--- config.mk ---
export PLATFORM = sky130hd
export DESIGN_NAME = regfile_ctrl
export DESIGN_NICKNAME = d
export VERILOG_FILES = /design/src/rtl/regfile_ctrl_pkg.sv /design/src/rtl/regfile_ctrl_alu.sv /design/src/rtl/regfile_ctrl.sv
export SDC_FILE = /design/constraint.sdc
export NUM_CORES = 1
export LEC_CHECK = 0
export BUFFER_PORTS_ARGS = -buffer_cell sky130_fd_sc_hd__buf_4
export CORE_UTILIZATION = 50
export CTS_CLUSTER_SIZE = 16
export DETAILED_ROUTE_END_ITERATION = 10
export PLACE_DENSITY_LB_ADDON = 0.2
export SLEW_MARGIN = 15
export SYNTH_ARGS = -nofsm -noshare
export SYNTH_HDL_FRONTEND = slang
export SYNTH_SLANG_ARGS = --single-unit
--- constraint.sdc ---
create_clock -name clk -period 5.5 [get_ports clk]
set_input_delay 1.1 -clock clk [delete_from_list [all_inputs] [get_ports clk]]
set_output_delay 1.1 -clock clk [all_outputs]
set_load 0.05 [all_outputs]
--- src/rtl/regfile_ctrl_pkg.sv ---
// Shared types for the register-file controller: default widths, opcode and FSM state encodings.
package regfile_ctrl_pkg;

  localparam int DEF_WIDTH = 16;
  localparam int DEF_IDX   = 3;

  typedef enum logic [2:0] {
    OP_ADD = 3'b000,
    OP_SUB = 3'b001,
    OP_AND = 3'b010,
    OP_OR  = 3'b011,
    OP_XOR = 3'b100,
    OP_LDI = 3'b101,
    OP_SHL = 3'b110,
    OP_NOP = 3'b111
  } op_t;

  typedef enum logic [1:0] {
    ST_IDLE  = 2'd0,
    ST_READ  = 2'd1,
    ST_EXEC  = 2'd2,
    ST_WRITE = 2'd3
  } state_t;

endpackage

--- src/rtl/regfile_ctrl_alu.sv ---
// Combinational ALU for the register-file controller: result, carry/borrow and zero flag.
module regfile_ctrl_alu
  import regfile_ctrl_pkg::*;
#(
  parameter int WIDTH = DEF_WIDTH
) (
  input  logic [2:0]       op_i,
  input  logic [WIDTH-1:0] a_i,
  input  logic [WIDTH-1:0] b_i,
  input  logic [WIDTH-1:0] imm_i,
  output logic [WIDTH-1:0] y_o,
  output logic             carry_o,
  output logic             zero_o
);

  logic [WIDTH:0] sum;

  assign sum = {1'b0, a_i} + {1'b0, b_i};

  always_comb begin
    y_o     = '0;
    carry_o = 1'b0;
    case (op_t'(op_i))
      OP_ADD: begin
        y_o     = sum[WIDTH-1:0];
        carry_o = sum[WIDTH];
      end
      OP_SUB: begin
        y_o     = a_i - b_i;
        carry_o = (a_i < b_i);
      end
      OP_AND: y_o = a_i & b_i;
      OP_OR:  y_o = a_i | b_i;
      OP_XOR: y_o = a_i ^ b_i;
      OP_LDI: y_o = imm_i;
      OP_SHL: begin
        y_o     = {a_i[WIDTH-2:0], 1'b0};
        carry_o = a_i[WIDTH-1];
      end
      default: ;
    endcase
    zero_o = (y_o == '0);
  end

endmodule

--- src/rtl/regfile_ctrl.sv ---
// Register-file initiator: accepts one command, reads operands, runs the ALU and writes the result back.
module regfile_ctrl
  import regfile_ctrl_pkg::*;
#(
  parameter int WIDTH = DEF_WIDTH,
  parameter int IDX   = DEF_IDX
) (
  input  logic             clk,
  input  logic             reset_n,
  input  logic             cmd_valid,
  output logic             cmd_ready,
  input  logic [2:0]       cmd_op,
  input  logic [IDX-1:0]   cmd_dst,
  input  logic [IDX-1:0]   cmd_srca,
  input  logic [IDX-1:0]   cmd_srcb,
  input  logic [WIDTH-1:0] cmd_imm,
  output logic [IDX-1:0]   rf_a_index,
  output logic [IDX-1:0]   rf_b_index,
  output logic [IDX-1:0]   rf_c_index,
  output logic             rf_we,
  output logic [WIDTH-1:0] rf_d,
  input  logic [WIDTH-1:0] rf_a_data,
  input  logic [WIDTH-1:0] rf_b_data,
  output logic             done,
  output logic [WIDTH-1:0] result,
  output logic             flag_zero,
  output logic             flag_carry,
  output logic [1:0]       dbg_state
);

  state_t           state_q, state_d;
  logic             alive_q;
  op_t              op_q;
  logic [IDX-1:0]   dst_q, srca_q, srcb_q;
  logic [WIDTH-1:0] imm_q, a_q, b_q, result_q;
  logic             zero_q, carry_q;
  logic [WIDTH-1:0] alu_y;
  logic             alu_carry, alu_zero;
  logic             accept;

  // Handshake: a command transfers on a rising edge where cmd_valid && cmd_ready;
  // cmd_ready is high only in IDLE and only once the first edge after reset release has passed.
  assign cmd_ready  = (state_q == ST_IDLE) && alive_q;
  assign accept     = cmd_valid && cmd_ready;
  assign result     = result_q;
  assign flag_zero  = zero_q;
  assign flag_carry = carry_q;
  assign dbg_state  = state_q;

  regfile_ctrl_alu #(.WIDTH(WIDTH)) u_alu (
    .op_i    (op_q),
    .a_i     (a_q),
    .b_i     (b_q),
    .imm_i   (imm_q),
    .y_o     (alu_y),
    .carry_o (alu_carry),
    .zero_o  (alu_zero)
  );

  always_ff @(posedge clk or negedge reset_n) begin
    if (!reset_n) begin
      state_q  <= ST_IDLE;
      alive_q  <= 1'b0;
      op_q     <= OP_NOP;
      dst_q    <= '0;
      srca_q   <= '0;
      srcb_q   <= '0;
      imm_q    <= '0;
      a_q      <= '0;
      b_q      <= '0;
      result_q <= '0;
      zero_q   <= 1'b0;
      carry_q  <= 1'b0;
    end else begin
      state_q <= state_d;
      alive_q <= 1'b1;
      if (accept) begin
        op_q   <= op_t'(cmd_op);
        dst_q  <= cmd_dst;
        srca_q <= cmd_srca;
        srcb_q <= cmd_srcb;
        imm_q  <= cmd_imm;
      end
      if (state_q == ST_READ) begin
        a_q <= rf_a_data;
        b_q <= rf_b_data;
      end
      // NOP keeps the previously reported result and flags.
      if (state_q == ST_EXEC && op_q != OP_NOP) begin
        result_q <= alu_y;
        zero_q   <= alu_zero;
        carry_q  <= alu_carry;
      end
    end
  end

  always_comb begin
    state_d    = state_q;
    rf_a_index = '0;
    rf_b_index = '0;
    rf_c_index = '0;
    rf_we      = 1'b0;
    rf_d       = '0;
    done       = 1'b0;
    case (state_q)
      ST_IDLE: begin
        if (accept) state_d = ST_READ;
      end
      ST_READ: begin
        rf_a_index = srca_q;
        rf_b_index = srcb_q;
        state_d    = ST_EXEC;
      end
      ST_EXEC: begin
        state_d = ST_WRITE;
      end
      ST_WRITE: begin
        rf_we      = (op_q != OP_NOP);
        rf_c_index = dst_q;
        rf_d       = result_q;
        done       = 1'b1;
        state_d    = ST_IDLE;
      end
      default: state_d = ST_IDLE;
    endcase
  end

endmodule

# [Word-level counts from Yosys, hierarchy flattened]
# Index checks and enable logic that the tools add are counted.
[totals] word_cells=45 register_bits=81 out_inout_bits=48
[classes] reduce_logical=6 add_sub_neg=2 bitwise_logic=3 magnitude_cmp=1 mux=10 n_eq_ne=11
[op_table] cell="$pmux W16 S7" count=1
[op_table] cell="$add A16 B16 Y17" count=1
[op_table] cell="$and A16 B16 Y16" count=1
[op_table] cell="$logic_not A16 Y1" count=1
[op_table] cell="$lt A16 B16 Y1" count=1
[op_table] cell="$mux W16" count=1
[op_table] cell="$or A16 B16 Y16" count=1
[op_table] cell="$sub A16 B16 Y16" count=1
[op_table] cell="$xor A16 B16 Y16" count=1
[op_table] cell="$eq A3 B3 Y1 const B" count=3
[op_table] cell="$mux W3" count=3
[op_table] cell="$pmux W2 S4" count=1
[op_table] cell="$eq A3 B2 Y1 const B" count=2
[op_table] cell="$eq A2 B2 Y1 const B" count=2
[op_table] cell="$eq A3 B1 Y1 const B" count=1
[op_table] cell="$logic_and A1 B1 Y1" count=3
[op_table] cell="$logic_not A3 Y1" count=1
[op_table] cell="$ne A3 B3 Y1 const B" count=1
[op_table] cell="$pmux W1 S3" count=1
[op_table] cell="$eq A2 B1 Y1 const B" count=1
[op_table] cell="$logic_not A2 Y1" count=1
[op_table] cell="$mux W1" count=2
[op_table] cell="$mux W2" count=1
[op_table] cell="$ne A2 B2 Y1 const B" count=1

# [Depth between registers and ports, before layout]
[depth] word_depth=5 depth_mapped=13 depth_no_buf=13

# [Cells and area by module]
# From an unflattened synthesis, not the netlist that was laid out.
[unflattened] hier_cells=749 hier_area_um2=6984.2
[modules_own_cells] mod="regfile_ctrl" cells_per_inst=274 seq_area_each_um2=2030.7 n_inst=1 area_per_inst_um2=3619.7
[modules_own_cells] mod="regfile_ctrl_alu" cells_per_inst=475 seq_area_each_um2=0.0 n_inst=1 area_per_inst_um2=3364.5

# [Worst setup path after synthesis]
# Ideal clock, no wire load.
[synth_path] kind="reg-to-output" start="register state_q[1], in the netlist dbg_state[1]" end="output port rf_c_index[0]" arrival_time_ns=1.927 n_path_buf=1 stages_incl_launch_ff=4 setup_slack_ns=2.473 cell_sequence="dfrtp_1 -> ha_1 -> clkbuf_1 -> and2_1"
[synth_via] elab_chain_len=2
[synth_lines] item="start, declared" line_no="regfile_ctrl.sv:31" text="state_t state_q, state_d;"
[synth_lines] item="start signal, assigned" line_no="regfile_ctrl.sv:75" text="state_q <= state_d;"
[synth_lines] item="$eq A2 B2 Y1" line_no="regfile_ctrl.sv:105" text="case (state_q)"
[synth_lines] item="$mux W3" line_no="regfile_ctrl.sv:105"
[synth_lines] item="end, declared" line_no="regfile_ctrl.sv:19" text="output logic [IDX-1:0] rf_c_index,"
# No other way between the ends.

# [Worst setup path after layout]
[layout_path] start="register a_q[0]" end="register zero_q, in the netlist flag_zero"
[layout_via] elab_chain_len=3
[layout_lines] item="start, declared" line_no="regfile_ctrl.sv:35" text="logic [WIDTH-1:0] imm_q, a_q, b_q, result_q;"
[layout_lines] item="start signal, assigned" line_no="regfile_ctrl.sv:85" text="a_q <= rf_a_data;"
[layout_lines] item="$sub A16 B16 Y16, or another cell as far along" line_no="regfile_ctrl_alu.sv:29" text="y_o = a_i - b_i;"
[layout_lines] item="$pmux W16 S7 *" line_no="regfile_ctrl_alu.sv:23" text="case (op_t'(op_i))"
[layout_lines] item="$logic_not A16 Y1 *" line_no="regfile_ctrl_alu.sv:42" text="zero_o = (y_o == '0);"
[layout_lines] item="end signal, assigned" line_no="regfile_ctrl.sv:91" text="zero_q <= alu_zero;"
[layout_lines] item="end, declared" line_no="regfile_ctrl.sv:36" text="logic zero_q, carry_q;"
# Mark *: on every way between the ends. The rest lies on a longest branch, timed or not.
# A chain may end at the register's enable or synchronous reset.

==> flow_metrics.py <==
metrics = {
    "routing": {
        "drtPass1Iterations": 5,
        "drt_iter0_markers": 358,
        "drc": 0,
        "via_per_inst": 5.88,
        "detailroute.via_count": 5535,
        "drtAntennaViolNets": 0,
        "routed_wl_um": 17900,
        "wl_per_cell_um": 19.0,
    },
    "layout": {
        "antennaDiodeCount": 0,
        "layout-drive-gt1-share_pct": 22.9,
        "area_growth_pct": 18.8,
        "nets": 910,
        "post-route-util_pct": 60.9,
    },
    "worst_hold_path": {
        "hold_depth": 1,
        "min_path_type": "flop to flop",
        "worst_hold_startpoint": "srcb_q[0]",
    },
    "die": {
        "rows": 40,
        "core-area_um2": 12000,
        "die_w_um": 113,
        "die_area_um2": 12800,
        "initial_core_util_pct": 51.3,
        "ios": 111,
        "die_h_um": 113,
    },
    "synth": {
        "avgSynthCellArea_um2": 8.70,
        "synth.area.top_cells": "dfrtp_1 32%, ha_1 11%, mux2_2 6.2%, o21ai_0 6.0%, nand2_1 4.9%",
        "syn_nets": 828,
        "ys_seq_area_share_pct": 33.0,
        "yosys_warnings": 0,
        "postSynthCellCount": 708,
        "ys.flop_type": "dfrtp_1",
        "yosys.cell_types.count": 73,
        "netlist.area_leader.share_pct": 31.7,
        "syn_area_um2": 6160,
        "ys_ff_latch": 81,
        "async_flop_share_pct": 100,
        "yosys.area.top_type": "dfrtp_1",
        "synth_edf_count": 0,
    },
    "setup_path": {
        "critPathKind": "flop to flop",
        "r2r_cells": 13,
        "path_buf_inv": 2,
        "arrival_ps": 3780,
        "crit_cells": 13,
        "critPathTopFamily": "compound AO/OA/AOI/OAI gates",
        "r2r_start": "a_q[0]",
        "worstSetupStartpoint": "a_q[0]",
        "timing.critical_path.slowest_stage_cell": "o311ai_1",
        "path_common_cell": "inv_1",
        "cp-end-kind": "flop",
        "max_stage_delay_ps": 510,
        "cp.required_ps": 5750,
        "worstPathMaxFanout": 4,
        "cp_cell_sequence": "inv_1, ha_1, inv_1, fa_1, nor2b_1, o311ai_1, nand2_1, a311o_1, a22oi_1, o2111ai_1, nor4_2, nand4_1, o31ai_2",
        "startpoint_type": "flop",
    },
    "timing": {
        "slew_headroom_pct": 31.0,
        "worstMarginPinSlew_ps": 1030,
        "finalHoldViolCount": 0,
        "max_clock_freq_ghz": 0.284,
        "final_max_slew_viol_count": 0,
        "setup_violations": 0,
        "period_share_pct": 64.1,
        "fin_hold_ws_ps": 500,
        "rsz0062_at_grt": "false",
        "period_needed_ps": 3530,
        "tns_ps": 0,
        "finClkSkew_ps": 4.98,
    },
    "clock_tree": {
        "postCtsSetupRepairBufs": 0,
        "cts_buffers": 9,
        "worstSkewPairLatency_ps": 350,
        "cts_tree": "done",
        "clk_pin_slew_worst_paths_ps": 60,
        "clockBufferDepth": 2,
        "clockRootBuffer": "clkbuf_16",
        "cts.hold.buffers_added": 0,
        "cts-htree-levels": 3,
        "clock-sinks": 81,
        "cts_resized": 0,
    },
    "grt": {
        "antenna_found_initial": 0,
        "track_usage_pct": 29.2,
        "grt_busiest_layer": "met2",
        "grt_max_degree": 82,
        "grt_overflow": 0,
        "grt_pass1_vias": 5496,
        "grt_use_met1_pct": 39.6,
        "grtUsageMet2_pct": 45.8,
        "grt_pass1_wl_um": 28700,
        "gr-usage-met3_pct": 6.53,
    },
    "outcome": {
        "status": "completed",
    },
    "place": {
        "dp_hpwl_um": 13000,
        "io_buffers": 110,
        "gp_congestion": 0.902,
    },
    "run": {
        "maxCapViolCount": 0,
    },
}
-- flip-flops by register name (all words and copies together) (netlist names) --
| name | cells |
|---|---|
| srca_q | 3 |
| flag_zero | 1 |
| imm_q | 16 |
| flag_carry | 1 |
| dbg_state | 2 |
| srcb_q | 3 |
| result | 16 |
| dst_q | 3 |
| op_q | 3 |
| a_q | 16 |
| alive_q | 1 |
| b_q | 16 |
-- placed cells by master (no fill, tap or decap), types with 13 or more instances in the layout --
master,Yosys,routed
a21oi_1,26,26
and2_1,27,27
buf_4,1,116
dfrtp_1,78,78
ha_1,55,54
inv_1,49,49
mux2_2,34,34
mux2i_1,16,16
nand2_1,81,81
nand2b_1,13,13
nor2_1,38,38
o21ai_0,74,74
-- final cells by class --
cell class | count | area [um^2]
Clock buffer | 11 | 243
Clock inverter | 5 | 55.1
Fill cell | 1052 | 4700
Inverter | 50 | 188
Multi-Input combinational cell | 532 | 3740
Sequential cell | 81 | 2030
Tap cell | 147 | 184
Timing Repair Buffer | 116 | 871
-- worst paths after layout --
path                             end  slack, ps
min in group asynchronous   imm_q[0]        930
max reg2reg                flag_zero       1970
max                        flag_zero       1970
min                        srcb_q[0]        500
max in group asynchronous    b_q[12]       3910
min reg2reg                srcb_q[0]        500
-- routing by layer --
| layer | wire length, um | share of wire, % |
|---|---|---|
| met2 | 8160 | 46 |
| met3 | 1020 | 5.7 |
| met5 | 0 | 0 |
| met1 | 8320 | 46 |
| met4 | 397 | 2.2 |
-- through the flow --
stage | cells | cell area [um^2] | worst slack, ps
2_1_floorplan | 708 | 6160 | 2470
3_3_place_gp | 926 | 7020 | 2130
3_5_place_dp | 926 | 7020 | 2060
4_1_cts | 942 | 7320 | 1990
5_1_grt | 942 | 7320 | 1690
6_report | 942 | 7320 | 1970
-- worst reg2reg max path: cells and delay by family (launching register included) --
family	cells	cell delay, ps
buffers and inverters	2	170
DFF	1	400
and+or+nand+nor	4	700
AOI/OAI and AO/OA	5	1560
adders and majority gates	2	590
-- Yosys cell counts (4+ instances only) --
master and count:
nand2_1 81, dfrtp_1 78, o21ai_0 74, ha_1 55
inv_1 49, nor2_1 38, mux2_2 34, and2_1 27
a21oi_1 26, clkbuf_1 26, mux2i_1 16, buf_2 14
nand2b_1 13, nor2b_1 12, nor3_1 12, a31oi_1 11
a211oi_1 7, a21o_1 7, o22ai_1 7, o211ai_1 6
or3_1 6, nand4_1 5, a211o_1 4, nand3_1 4
nor4_1 4, o21a_1 4, o21bai_1 4, o221ai_1 4
o311ai_1 4, o31ai_1 4
-- cells by family (layout without fill, tap and decap cells) --
group                      after synthesis  after routing  synth area share, %
and+or+nand+nor                        217            217                 17.3
AOI/OAI and AO/OA                      202            202                 21.8
buffers and inverters                   95            182                 6.26
DFF                                     81             81                 33.0
adders and majority gates               57             57                 11.8
muxes                                   51             51                 9.18
xor gates and xnor gates                 4              4                0.569
other                                    1              1               0.0609
Power is left out: the tool's default activity adds up to more than one toggle a clock period on the data nets, which glitch-free logic cannot reach.
